$ cat config.mk
export PLATFORM = sky130hd
export DESIGN_NAME = spi_master_ctrl
export DESIGN_NICKNAME = d
export VERILOG_FILES = /design/src/rtl/spi_master_ctrl_pkg.sv /design/src/rtl/spi_shift_reg.sv /design/src/rtl/spi_master_ctrl.sv
export SDC_FILE = /design/constraint.sdc
export NUM_CORES = 1
export LEC_CHECK = 0
export CORE_UTILIZATION = 56
export CTS_BUF_LIST = sky130_fd_sc_hd__clkbuf_8
export DETAILED_ROUTE_END_ITERATION = 12
export PLACE_DENSITY = 0.81
export SLEW_MARGIN = 20
export SYNTH_ARGS = -nofsm -noshare
export SYNTH_HDL_FRONTEND = slang
export SYNTH_SLANG_ARGS = --single-unit
$ cat constraint.sdc
create_clock -name clk -period 2.5 [get_ports clk]
set_clock_uncertainty 0.15 [all_clocks]
set_input_delay 0.5 -clock clk [delete_from_list [all_inputs] [get_ports clk]]
set_output_delay 0.5 -clock clk [all_outputs]
set_load 0.005 [all_outputs]
$ cat src/rtl/spi_master_ctrl_pkg.sv
// Shared definitions for the SPI master sequencer.
// - state_e      : FSM state encoding (Idle/Setup/Xfer/Hold = 0..3)
// - Def*         : default transfer width and chip-select timing, also used by integration tops
// - last_strobe  : true when a strobe counter is about to reach its target
package spi_master_ctrl_pkg;

  typedef enum logic [1:0] {
    StIdle  = 2'd0,
    StSetup = 2'd1,
    StXfer  = 2'd2,
    StHold  = 2'd3
  } state_e;

  localparam int unsigned DefWidth    = 8;
  localparam int unsigned DefCsSetup  = 1;
  localparam int unsigned DefCsHold   = 1;
  localparam int unsigned CsCntW      = 4;

  // The strobe being processed now is number cnt+1; it is the last one when that equals target.
  function automatic logic last_strobe(input logic [CsCntW-1:0] cnt, input int unsigned target);
    return (32'(cnt) + 32'd1) == target;
  endfunction

endpackage

$ cat src/rtl/spi_shift_reg.sv
// Transmit/receive shift pair for the SPI master.
// Ports:
//   clk, rst_n     : system clock, asynchronous active-low reset
//   load_i         : capture data_i and present its first bit on mosi_o
//   shift_out_i    : advance mosi_o to the next transmit bit (falling serial edge)
//   shift_in_i     : shift miso_i into the receive register (rising serial edge)
//   data_i         : parallel word to transmit
//   miso_i         : serial data in
//   mosi_o         : serial data out, registered, holds its value between shifts
//   rx_word_o      : receive shift register contents
module spi_shift_reg
  import spi_master_ctrl_pkg::*;
#(
  parameter int unsigned WIDTH     = DefWidth,
  parameter bit          MSB_FIRST = 1'b1
) (
  input  logic             clk,
  input  logic             rst_n,
  input  logic             load_i,
  input  logic             shift_out_i,
  input  logic             shift_in_i,
  input  logic [WIDTH-1:0] data_i,
  input  logic             miso_i,
  output logic             mosi_o,
  output logic [WIDTH-1:0] rx_word_o
);

  logic [WIDTH-1:0] tx_q, tx_d;
  logic [WIDTH-1:0] rx_q, rx_d;
  logic             mosi_q, mosi_d;
  logic [WIDTH-1:0] tx_src;

  always_comb begin
    tx_d   = tx_q;
    rx_d   = rx_q;
    mosi_d = mosi_q;
    // A load and a shift-out both pop one bit; they differ only in the source word.
    tx_src = load_i ? data_i : tx_q;
    if (load_i || shift_out_i) begin
      if (MSB_FIRST) begin
        mosi_d = tx_src[WIDTH-1];
        tx_d   = {tx_src[WIDTH-2:0], 1'b0};
      end else begin
        mosi_d = tx_src[0];
        tx_d   = {1'b0, tx_src[WIDTH-1:1]};
      end
    end
    if (shift_in_i) begin
      if (MSB_FIRST) begin
        rx_d = {rx_q[WIDTH-2:0], miso_i};
      end else begin
        rx_d = {miso_i, rx_q[WIDTH-1:1]};
      end
    end
  end

  always_ff @(posedge clk or negedge rst_n) begin
    if (!rst_n) begin
      tx_q   <= '0;
      rx_q   <= '0;
      mosi_q <= 1'b0;
    end else begin
      tx_q   <= tx_d;
      rx_q   <= rx_d;
      mosi_q <= mosi_d;
    end
  end

  assign mosi_o    = mosi_q;
  assign rx_word_o = rx_q;

endmodule

$ cat src/rtl/spi_master_ctrl.sv
// Mode-0 SPI master sequencer driven by an external serial clock generator.
// Ports:
//   clk, rst_n                  : system clock, asynchronous active-low reset
//   sclk_in                     : free-running serial clock
//   sclk_pos_edge/sclk_neg_edge : one-cycle strobes marking sclk_in rise/fall
//   tx_valid, tx_data, tx_ready : transmit request handshake
//   rx_valid, rx_data           : received word, rx_valid is a one-cycle pulse
//   busy                        : high whenever a transfer is in progress
//   cs_n                        : chip select, active low
//   sclk_out                    : serial clock gated to the data phase
//   mosi, miso                  : serial data out / in
module spi_master_ctrl
  import spi_master_ctrl_pkg::*;
#(
  parameter int unsigned WIDTH     = DefWidth,
  parameter int unsigned CS_SETUP  = DefCsSetup,
  parameter int unsigned CS_HOLD   = DefCsHold,
  parameter bit          MSB_FIRST = 1'b1
) (
  input  logic             clk,
  input  logic             rst_n,
  input  logic             sclk_in,
  input  logic             sclk_pos_edge,
  input  logic             sclk_neg_edge,
  input  logic             tx_valid,
  input  logic [WIDTH-1:0] tx_data,
  output logic             tx_ready,
  output logic             rx_valid,
  output logic [WIDTH-1:0] rx_data,
  output logic             busy,
  output logic             cs_n,
  output logic             sclk_out,
  output logic             mosi,
  input  logic             miso
);

  localparam int unsigned BitCntW = $clog2(WIDTH + 1);

  state_e              state_q;
  logic                cs_n_q;
  logic                xfer_active_q;
  logic                tx_ready_q;
  logic                rx_valid_q;
  logic                busy_q;
  logic [WIDTH-1:0]    rx_data_q;
  logic [BitCntW-1:0]  bit_cnt_q;
  logic [CsCntW-1:0]   setup_cnt_q;
  logic [CsCntW-1:0]   hold_cnt_q;

  logic                pos_stb;
  logic                neg_stb;
  logic                handshake;
  logic                bits_done;
  logic                shift_out;
  logic                shift_in;
  logic [WIDTH-1:0]    rx_word;

  always_comb begin
    pos_stb   = sclk_pos_edge;
    // A coincident pos strobe wins; the neg strobe is dropped.
    neg_stb   = sclk_neg_edge & ~sclk_pos_edge;
    handshake = (state_q == StIdle) & tx_valid & tx_ready_q;
    bits_done = (bit_cnt_q == BitCntW'(WIDTH));
    shift_in  = (state_q == StXfer) & pos_stb;
    shift_out = (state_q == StXfer) & neg_stb & ~bits_done;
  end

  spi_shift_reg #(
    .WIDTH     (WIDTH),
    .MSB_FIRST (MSB_FIRST)
  ) u_shift_reg (
    .clk         (clk),
    .rst_n       (rst_n),
    .load_i      (handshake),
    .shift_out_i (shift_out),
    .shift_in_i  (shift_in),
    .data_i      (tx_data),
    .miso_i      (miso),
    .mosi_o      (mosi),
    .rx_word_o   (rx_word)
  );

  // xfer_active_q only changes on neg strobes, i.e. while sclk_in is low, so the gated
  // clock never produces a runt pulse.
  always_ff @(posedge clk or negedge rst_n) begin
    if (!rst_n) begin
      state_q       <= StIdle;
      cs_n_q        <= 1'b1;
      xfer_active_q <= 1'b0;
      tx_ready_q    <= 1'b1;
      rx_valid_q    <= 1'b0;
      busy_q        <= 1'b0;
      rx_data_q     <= '0;
      bit_cnt_q     <= '0;
      setup_cnt_q   <= '0;
      hold_cnt_q    <= '0;
    end else begin
      rx_valid_q <= 1'b0;
      unique case (state_q)
        StIdle: begin
          if (handshake) begin
            cs_n_q      <= 1'b0;
            tx_ready_q  <= 1'b0;
            busy_q      <= 1'b1;
            setup_cnt_q <= '0;
            state_q     <= StSetup;
          end
        end
        StSetup: begin
          if (neg_stb) begin
            if (last_strobe(setup_cnt_q, CS_SETUP)) begin
              xfer_active_q <= 1'b1;
              bit_cnt_q     <= '0;
              setup_cnt_q   <= '0;
              state_q       <= StXfer;
            end else begin
              setup_cnt_q <= setup_cnt_q + CsCntW'(1);
            end
          end
        end
        StXfer: begin
          if (pos_stb) begin
            bit_cnt_q <= bit_cnt_q + BitCntW'(1);
          end else if (neg_stb && bits_done) begin
            xfer_active_q <= 1'b0;
            rx_data_q     <= rx_word;
            rx_valid_q    <= 1'b1;
            hold_cnt_q    <= '0;
            state_q       <= StHold;
          end
        end
        StHold: begin
          if (neg_stb) begin
            if (last_strobe(hold_cnt_q, CS_HOLD)) begin
              cs_n_q     <= 1'b1;
              tx_ready_q <= 1'b1;
              busy_q     <= 1'b0;
              hold_cnt_q <= '0;
              state_q    <= StIdle;
            end else begin
              hold_cnt_q <= hold_cnt_q + CsCntW'(1);
            end
          end
        end
        default: state_q <= StIdle;
      endcase
    end
  end

  assign tx_ready = tx_ready_q;
  assign rx_valid = rx_valid_q;
  assign rx_data  = rx_data_q;
  assign busy     = busy_q;
  assign cs_n     = cs_n_q;
  assign sclk_out = sclk_in & xfer_active_q;

endmodule

======== Yosys cells after proc, flatten, opt, wreduce, memory -nomap -nowiden ========
Cells that the tools add are included.
word-level totals
  register bits ........................... 42
  output and inout port bits .............. 14
  bits of input ports ..................... 15
  logic and storage cells ................. 92
operators by class
  bitwise operators ....................... 9
  equal/unequal tests ..................... 14
  add/sub/neg operators ................... 5
  reductions and logical operators ........ 14
  muxes and demuxes ....................... 38
operator list
  operator                                               count
  two-way mux 4 bit                                      10
  one-hot mux 4 bit (2 select lines)                     3
  two-way mux 2 bit                                      7
  two-way mux 1 bit                                      13
  adder 4 x 1 -> 4 bit, second input constant            3
  inequality test 2 bit, second input constant           6
  AND reduction 4 bit                                    3
  adder 4 x 1 -> 5 bit, second input constant            2
  equality test 5 x 1 -> 1 bit, second input constant    2
  two-way mux 8 bit                                      1
  one-hot mux 2 bit (4 select lines)                     1
  nonzero test 2 bit                                     4
  bitwise AND 1 bit                                      7
  AND reduction 7 bit                                    1
  one-hot mux 1 bit (2 select lines)                     3
  AND reduction 3 bit                                    2
  AND reduction 5 bit                                    1
  equality test 2 bit, second input constant             2
  equality test 4 bit, second input constant             1
  inequality test 2 x 1 -> 1 bit, second input constant  2
  equality test 2 x 1 -> 1 bit, second input constant    1
  logical NOT 2 bit                                      1
  inverter 1 bit                                         2
  logical AND 1 bit                                      1
  logical OR 1 bit                                       1

======== Logic depth before layout (Yosys ltp) ========
Gate-level depths: netlist (run 1).
  depth after elaboration ................. 6
  gate-level depth with buffers ........... 8
  depth with buffers taken out ............ 7

======== Hierarchy ========
From an unflattened synthesis (run 1), not the netlist that was laid out.
unflattened totals
  cells, all modules ...................... 200
  area total of the unflattened synthesis .. 2252.2 um^2
by module, submodules not included
  module           sequential area each (um^2)  cells each  times used  area each (um^2)
  spi_master_ctrl  651.9                        149         1           1551.5
  spi_shift_reg    400.4                        51          1           700.7

======== Worst setup path after synthesis (run 1) ========
OpenSTA, ideal clock, no wires.
  path kind ............................... reg2reg
  start point ............................. register state_q[0]
  end point ............................... register bit_cnt_q[2]
  setup time .............................. 126 ps
  path buffers ............................ 1
  required time ........................... 2224 ps
  slack ................................... 594 ps
  data arrival time ....................... 1630 ps
  stages on the path, launching flop included .. 8
  cell sequence ........................... dfrtp_1 -> inv_1 -> ha_1 -> buf_2 -> nand2_1 -> nor2_1 -> a31oi_1 -> a221o_1
on the way
  word-level cells in the longest chain between the ends .. 3
ends and longest elaborated chain
  element                                                                       RTL line                source
  start, declared                                                               spi_master_ctrl.sv:39   state_e state_q;
  start signal, assigned                                                        spi_master_ctrl.sv:87   state_q <= StIdle;
  start signal, assigned                                                        spi_master_ctrl.sv:106  state_q <= StSetup;
  start signal, assigned                                                        spi_master_ctrl.sv:115  state_q <= StXfer;
  equality test 2 bit or equality test 2 x 1 -> 1 bit (tied branches)           spi_master_ctrl.sv:99   unique case (state_q)
  inequality test 2 bit (no source line) or nonzero test 2 bit (tied branches)  -
  AND reduction 4 bit (no source line)                                          -
  end signal, assigned                                                          spi_master_ctrl.sv:123  bit_cnt_q <= bit_cnt_q + BitCntW'(1);
  end, declared                                                                 spi_master_ctrl.sv:46   logic [BitCntW-1:0] bit_cnt_q;
Several ways; a longest one is shown, not always the timed one.
A chain may end at the register's enable or synchronous reset.

======== Final worst setup path (run 1) ========
  start point ............................. input sclk_in
  end point ............................... output sclk_out
on the way
  word-level cells in the longest chain between the ends .. 1
ends and longest elaborated chain
  element            RTL line                source
  start, declared    spi_master_ctrl.sv:22   input logic sclk_in,
  bitwise AND 1 bit  spi_master_ctrl.sv:155  assign sclk_out = sclk_in & xfer_active_q;
  end, declared      spi_master_ctrl.sv:32   output logic sclk_out,
Every way passes these cells.

==> flow_summary_export.csv, run 1 <==
group,metric,value,unit
clocking,path_clk_slew,0.07,ns
yosys,syn-cell-area,2110,um2
placement,gp_congestion,0.845,
yosys,ys_seq_elements,42,
final_layout,fillers,259,
worst_setup_path,r2r_setup_slack,0.31,ns
yosys,ys_seq_area_frac,0.499,
yosys,yosys.area.top_type,"dfrtp_1",
floorplanning,fp.coreArea,3470,um2
global_route,grt_pass1_wl,6890,um
floorplanning,die_h,63.4,um
drt,drt_pre_antenna_iters,4,
yosys,syn-num-nets,224,
timing,finalSetupViolCount,0,
clocking,clk_latency,0.30,ns
worst_setup_path,crit_required,1.85,ns
global_route,grt_pass1_vias,1546,
global_route,grt_overflow,0,
final_layout,multiInputGateArea,972,um2
flow_run,maxCapViolCount,0,
clocking,cts_resized,0,
pwr,p_total,2190,uW
drt,vias,1569,
yosys,synth.distinct_cells,37,
drt,wl_per_cell,14.9,um
clocking,postCtsSetupRepairBufs,0,
run_status,status,"complete, no violations",
pwr,power_density,867,nW/um2
timing,tightest_slew,0.615,ns
clocking,htreeDepth,2,
final_layout,layout_commonest_cell,"dfrtp_1",
yosys,ys_top_cells_by_area,"dfrtp_1 (49%), mux2_2 (9.6%), ha_1 (6.5%), o21ai_0 (5.5%), mux2i_1 (3.8%)",
pwr,ir_worst_vdd,659,uV
drt,drt-initial-drc-count,84,
floorplanning,io_pins,29,
floorplanning,die-area,4020,um2
placement,dp.cells,268,
drt,drc,0,
worst_setup_path,start_kind,"input pin",
clocking,clockBufferDepth,2,
drt,vias_per_cell,5.66,
clocking,cts_root_buf,"clkbuf_8",
final_layout,antennaDiodeCount,0,
worst_setup_path,worstPathMaxFanout,1,
hold_path,min_path_type,"reg -> reg",
yosys,synth_edf_count,0,
yosys,async_flop_share,1.00,
placement,place_ws,0.139,ns
timing,period_needed,2.26,ns
timing,finalWorstSetupSlack,0.240,ns
global_route,grt_max_degree,23,
timing,fmax,443,MHz
yosys,ys_warn_count,0,
worst_setup_path,crit_type,"in -> out",
timing,slew_headroom,0.586,
timing,slew_violations,0,
final_layout,seq_area,1050,um2
floorplanning,start_util,0.608,
timing,hold_viol,0,
clocking,cts_buffers,5,
timing,period_share,0.904,
yosys,syn_inst,198,
clocking,cts_tree,"done",
final_layout,areaGrowthSynthToFinish,19.5,%
final_layout,nets,256,
timing,rsz0062_at_grt,"false",
yosys,synth.avg_cell_area,10.7,um2
timing,tns,0,ns
placement,dp_hpwl,3070,um
yosys,ys.flop_type,"dfrtp_1",
floorplanning,fp.dieW,63.4,um
global_route,antenna_found_initial,0,
worst_setup_path,cp.arrival,1.61,ns
global_route,grt_usage,0.224,
yosys,synthDominantCellAreaShare,0.486,
final_layout,drive_above_1_share,0.134,
drt,final_antenna_net_count,0,
final_layout,final_cells,277,
worst_setup_path,endpoint_kind,"primary output",
floorplanning,rows,21,
pwr,p_leak,0.00115,uW
placement,io_buffer_count,28,
drt,drt-total-wl,4140,um
final_layout,final_cell_mix,"dfrtp_1 (41), clkdlybuf4s50_1 (27), o21ai_0 (23)",
clocking,cts.sinks,42,
==> per-stage QoR <==
stage / instance area, um2 / util / hold slack (ns)
3_3_place_gp: 2420 / 0.699 / 0.318
5_1_grt: 2520 / 0.727 / 0.384
6_report: 2520 / 0.727 / 0.366
4_1_cts: 2520 / 0.727 / 0.369
2_1_floorplan: 2110 / - / 0.0544
3_5_place_dp: 2420 / 0.699 / 0.326
==> metal layers <==
layer	vias up	global-route usage	wire length [um]	part of all wire
met4	0	0.0994	86	0.021
met2	50	0.376	2140	0.52
met3	11	0.0598	191	0.046
li1	754	-	-	-
met1	754	0.269	1720	0.42
met5	-	0	0	0
==> Yosys cell counts, types with 2 or more instances <==
| library cell | count |
|---|---|
| buf_2 | 2 |
| nor2b_1 | 4 |
| clkbuf_1 | 3 |
| nand2_1 | 17 |
| a21boi_0 | 2 |
| and2_1 | 2 |
| o21ai_0 | 23 |
| ha_1 | 11 |
| and3_1 | 2 |
| nand2b_1 | 4 |
| nor2_1 | 11 |
| a22o_1 | 2 |
| dfrtp_1 | 41 |
| a31oi_1 | 2 |
| a21oi_1 | 8 |
| mux2i_1 | 8 |
| mux2_2 | 18 |
| nor3_1 | 3 |
| nor4b_1 | 2 |
| nand3_1 | 5 |
| inv_1 | 12 |
==> area by class of cell <==
| type | count | area share |
|---|---|---|
| clock buffer | 5 | 0.0273 |
| clock inverter | 3 | 0.00695 |
| inverter | 12 | 0.0179 |
| multi-input combinational | 137 | 0.386 |
| sequential | 42 | 0.417 |
| tap | 46 | 0.0228 |
| timing repair buffer | 32 | 0.122 |
==> critical path, cell delays in order <==
cell             delay (ns)
clkdlybuf4s50_1        0.45
and2_1                 0.14
clkdlybuf4s50_1        0.52
==> what timing repair did <==
item                                   in CTS  in global routing
setup endpoints to repair                   0                  0
hold buffers                                1                  0
endpoints found under the hold margin       4                  0
==> sequential cells by signal, summed over array words and instances, names as in the netlist <==
name and flops:
u_shift_reg.tx_q 7, bit_cnt_q 4, busy 1, u_shift_reg.rx_word_o 8, rx_data 8, hold_cnt_q 4
tx_ready 1, setup_cnt_q 4, state_q 2, u_shift_reg.mosi_o 1, xfer_active_q 1, rx_valid 1
==> report_power, final <==
group          switching, uW  internal, uW
registers                138           845
clock network            235           193
logic                    412           364
==> path summary, 6_finish.rpt <==
kind / cells after the start / to / from
setup / recovery: 3 / sclk_out / sclk_in
hold / removal: 1 / u_shift_reg.rx_word_o[7]$_DFFE_PN0P_ / u_shift_reg.rx_word_o[7]$_DFFE_PN0P_
setup reg to reg: 6 / setup_cnt_q[0]$_DFFE_PN0P_ / state_q[1]$_DFFE_PN0P_
hold reg to reg: 1 / u_shift_reg.rx_word_o[7]$_DFFE_PN0P_ / u_shift_reg.rx_word_o[7]$_DFFE_PN0P_
max in group asynchronous: 3 / tx_ready$_DFFE_PN1P_ / rst_n
min in group asynchronous: 2 / setup_cnt_q[2]$_DFFE_PN0P_ / rst_n
==> logic make-up after synthesis <==
logic type,count (synthesis),synth area share
buffers and inverters,19,0.0403
DFF,42,0.499
adders and majority gates,11,0.0652
AOI/OAI and AO/OA,46,0.130
muxes,26,0.134
and+or+nand+nor,54,0.131
(Power assumes the default switching activity.)
==> run 2: changes to the inputs <==
--- a/config.mk
+++ b/config.mk
@@ -9,7 +9,6 @@
 export CTS_BUF_LIST = sky130_fd_sc_hd__clkbuf_8
 export DETAILED_ROUTE_END_ITERATION = 12
 export PLACE_DENSITY = 0.81
-export SLEW_MARGIN = 20
 export SYNTH_ARGS = -nofsm -noshare
 export SYNTH_HDL_FRONTEND = slang
 export SYNTH_SLANG_ARGS = --single-unit
==> results of run 2 <==
No change in the layout: final DEF, timing and power equal those of run 1.
==> RTL edit (config.mk and constraints of run 2) <==
`MSB_FIRST` is set to 1'b1 in 2 places; all go to 1'b0.
--- a/src/rtl/spi_shift_reg.sv
+++ b/src/rtl/spi_shift_reg.sv
@@ -13,5 +13,5 @@
 #(
   parameter int unsigned WIDTH     = DefWidth,
-  parameter bit          MSB_FIRST = 1'b1
+  parameter bit          MSB_FIRST = 1'b0
 ) (
   input  logic             clk,
--- a/src/rtl/spi_master_ctrl.sv
+++ b/src/rtl/spi_master_ctrl.sv
@@ -16,5 +16,5 @@
   parameter int unsigned CS_SETUP  = DefCsSetup,
   parameter int unsigned CS_HOLD   = DefCsHold,
-  parameter bit          MSB_FIRST = 1'b1
+  parameter bit          MSB_FIRST = 1'b0
 ) (
   input  logic             clk,
Check against the original RTL: not equivalent (Yosys sat finds a counterexample within 4 cycles, from zero or initial values and one cycle with rst_n low).
==> RTL edit against run 2 <==
- design area down 0.50%
- via count shrank 3.4%
- die area decreased by 0.35%
- hold slack worse by 0.20 ns
- sequential share of layout area increased by 0.21 points
- global-route usage up 0.12 points
- setup slack better by 0.052 ns
- total power increased by 5.4%
- sequential cell count is the same
- synthesized area down 0.36%
- clock power hardly changed
- routed wire length is 4.4% lower
- largest cell class unchanged
==> RTL edit: results (changes against run 2) <==
Route
  – DR pass1 iterations: 4 (unchanged)
  – Vias: 1515 (-3.4%)
  – Drt wl/cell: 14.7 microns (-1.5%)
  – Iter 0 DRT Violations: 78 (-7.1%)

Pwr
  – Int Pwr: 1.49 mW (+6.6%)
  – Max VDD drop: 0.446 mV (-32%)
  – Leak: 1.15 nW (+0.47%)

Clocking
  – Num CTS Buffers: 5 (unchanged)

Critical path
  – CP max stage delay: 0.49 ns (-0.03 ns)
  – Reg-to-reg setup timing slack: 0.38 ns (+0.07 ns)
  – Reg-to-reg critical path endpoint: state_q[1]$_DFFE_PN0P_
  – Worst R2R Start: hold_cnt_q[0]$_DFFE_PN0P_
  – Data arrival, critical path: 1.56 ns (-0.05 ns)

Global route
  – Global-route wire length before repair: 6.93 mm (+0.59%)
  – Gr usage total: 0.226 (+0.00118)
  – Vias in the first global route: 1595 (+3.2%)
  – Initial antenna violation count: 0 (unchanged)
  – Largest net degree at the start of global routing: 43 (+87%)

Synthesis
  – Synth Area in XOR/XNOR: 0 (unchanged)
  – Synth area leaders: dfrtp_1 (49%), mux2_2 (8.6%), ha_1 (6.5%)
  – Mapped Nets: 217 (-3.1%)
  – Async set-reset flop share out of synthesis: 1.00 (unchanged)
  – Most instantiated cells after synthesis: dfrtp_1 (41), nand2_1 (22), mux2_2 (16)
  – Post-synthesis cell type count: 38 (+2.7%)
  – Syn Inst Count: 191 (-3.5%)
  – Post-synthesis mux area share: 0.151 (+0.0171)
  – Synth Area in Adders: 0.0655 (+0.000233)
  – Sequential cell area fraction in the yosys report: 0.501 (+0.00178)
  – Compound-Gate Fraction of Synth Area: 0.127 (-0.00370)

Final layout
  – Share of cells above drive strength 1: 0.143 (+0.00930)
  – Post-Layout Cell Count: 269 (-2.9%)
  – Nets: 248 (-3.1%)
  – Filler Cell Count: 258 (-0.39%)

Placement
  – Place WS: -0.000205 ns (-0.139 ns)
  – # placed instances: 261 (-2.6%)
  – DP HPWL: 2.83 mm (-7.8%)
  – Gpl congestion: 0.784 (-7.3%)
  – Area after DPL: 0.00242 sq mm (-0.10%)

STA
  – Worst-Margin Slew: 0.885 ns (+0.270 ns)

Outcome
  – Outcome: finished, final reports clean

Hold path
  – Tightest Hold Check Type: in2async
RTL edit: stage by stage:
| stage | hold slack [ns] | setup TNS [ns] | utilization |
|---|---|---|---|
| 6_report | 0.161 | 0 | 0.723 |
| 5_1_grt | 0.255 | 0 | 0.723 |
| 4_1_cts | 0.197 | 0 | 0.723 |
| 3_5_place_dp | 0.335 | -0.000205 | 0.698 |
| 3_3_place_gp | 0.329 | 0 | 0.698 |
| 2_1_floorplan | 0.0544 | 0 | - |
RTL edit: final cells by class:
type / count / area [sq um] / area share
clock buffer: 5 / 68.8 / 0.0274
clock inverter: 3 / 17.5 / 0.00698
inverter: 11 / 41.3 / 0.0165
multi-input combinational: 131 / 973 / 0.388
sequential: 42 / 1050 / 0.419
tap: 46 / 57.6 / 0.0229
timing repair buffer: 31 / 298 / 0.119
RTL edit: worst reg2reg max path: cells and delay by family (launching register included):
kind	cells	cell delay (ns)
flip-flops	1	0.43
adder cells (fa/ha/maj)	1	0.26
AND/OR/NAND/NOR	1	0.17
AO/OA/AOI/OAI	3	0.67
multiplexers	1	0.34
RTL edit: cell families after synthesis:
kind of cell / count (synthesis)
adder cells (fa/ha/maj): 11
buffers and inverters: 18
AND/OR/NAND/NOR: 52
flip-flops: 42
AO/OA/AOI/OAI: 39
multiplexers: 29
RTL edit: worst max path at each step:
stage / startpoint / end / slack (ns) / cells after the start
after floorplan: hold_cnt_q[0]$_DFFE_PN0P_ / state_q[1]$_DFFE_PN0P_ / 0.47 / 6
after global placement: sclk_pos_edge / state_q[1]$_DFFE_PN0P_ / 0.1 / 6
after detailed placement: sclk_pos_edge / state_q[1]$_DFFE_PN0P_ / -0.0002 / 6
after CTS: sclk_in / sclk_out / 0.28 / 3
after global routing: sclk_pos_edge / state_q[1]$_DFFE_PN0P_ / 0.22 / 6
final: sclk_in / sclk_out / 0.29 / 3
RTL edit: power by group through the flow:
| stage | combinational [mW] | clock (mW) | sequential, mW |
|---|---|---|---|
| 2_1_floorplan | 0.609 | 0 | 0.986 |
| 3_3_place_gp | 0.813 | 0 | 1.00 |
| 3_5_place_dp | 0.864 | 0 | 1.02 |
| 4_1_cts | 0.874 | 0.439 | 1.01 |
| 5_1_grt | 0.970 | 0.462 | 1.03 |
| 6_report | 0.870 | 0.427 | 1.01 |
RTL edit: layer usage:
metal | vias up | global-route usage | part of all wire
met3 | 10 | 0.0399 | 0.035
met2 | 33 | 0.387 | 0.51
li1 | 723 | - | -
met5 | - | 0 | 0
met4 | 0 | 0.131 | 0.026
met1 | 749 | 0.264 | 0.43
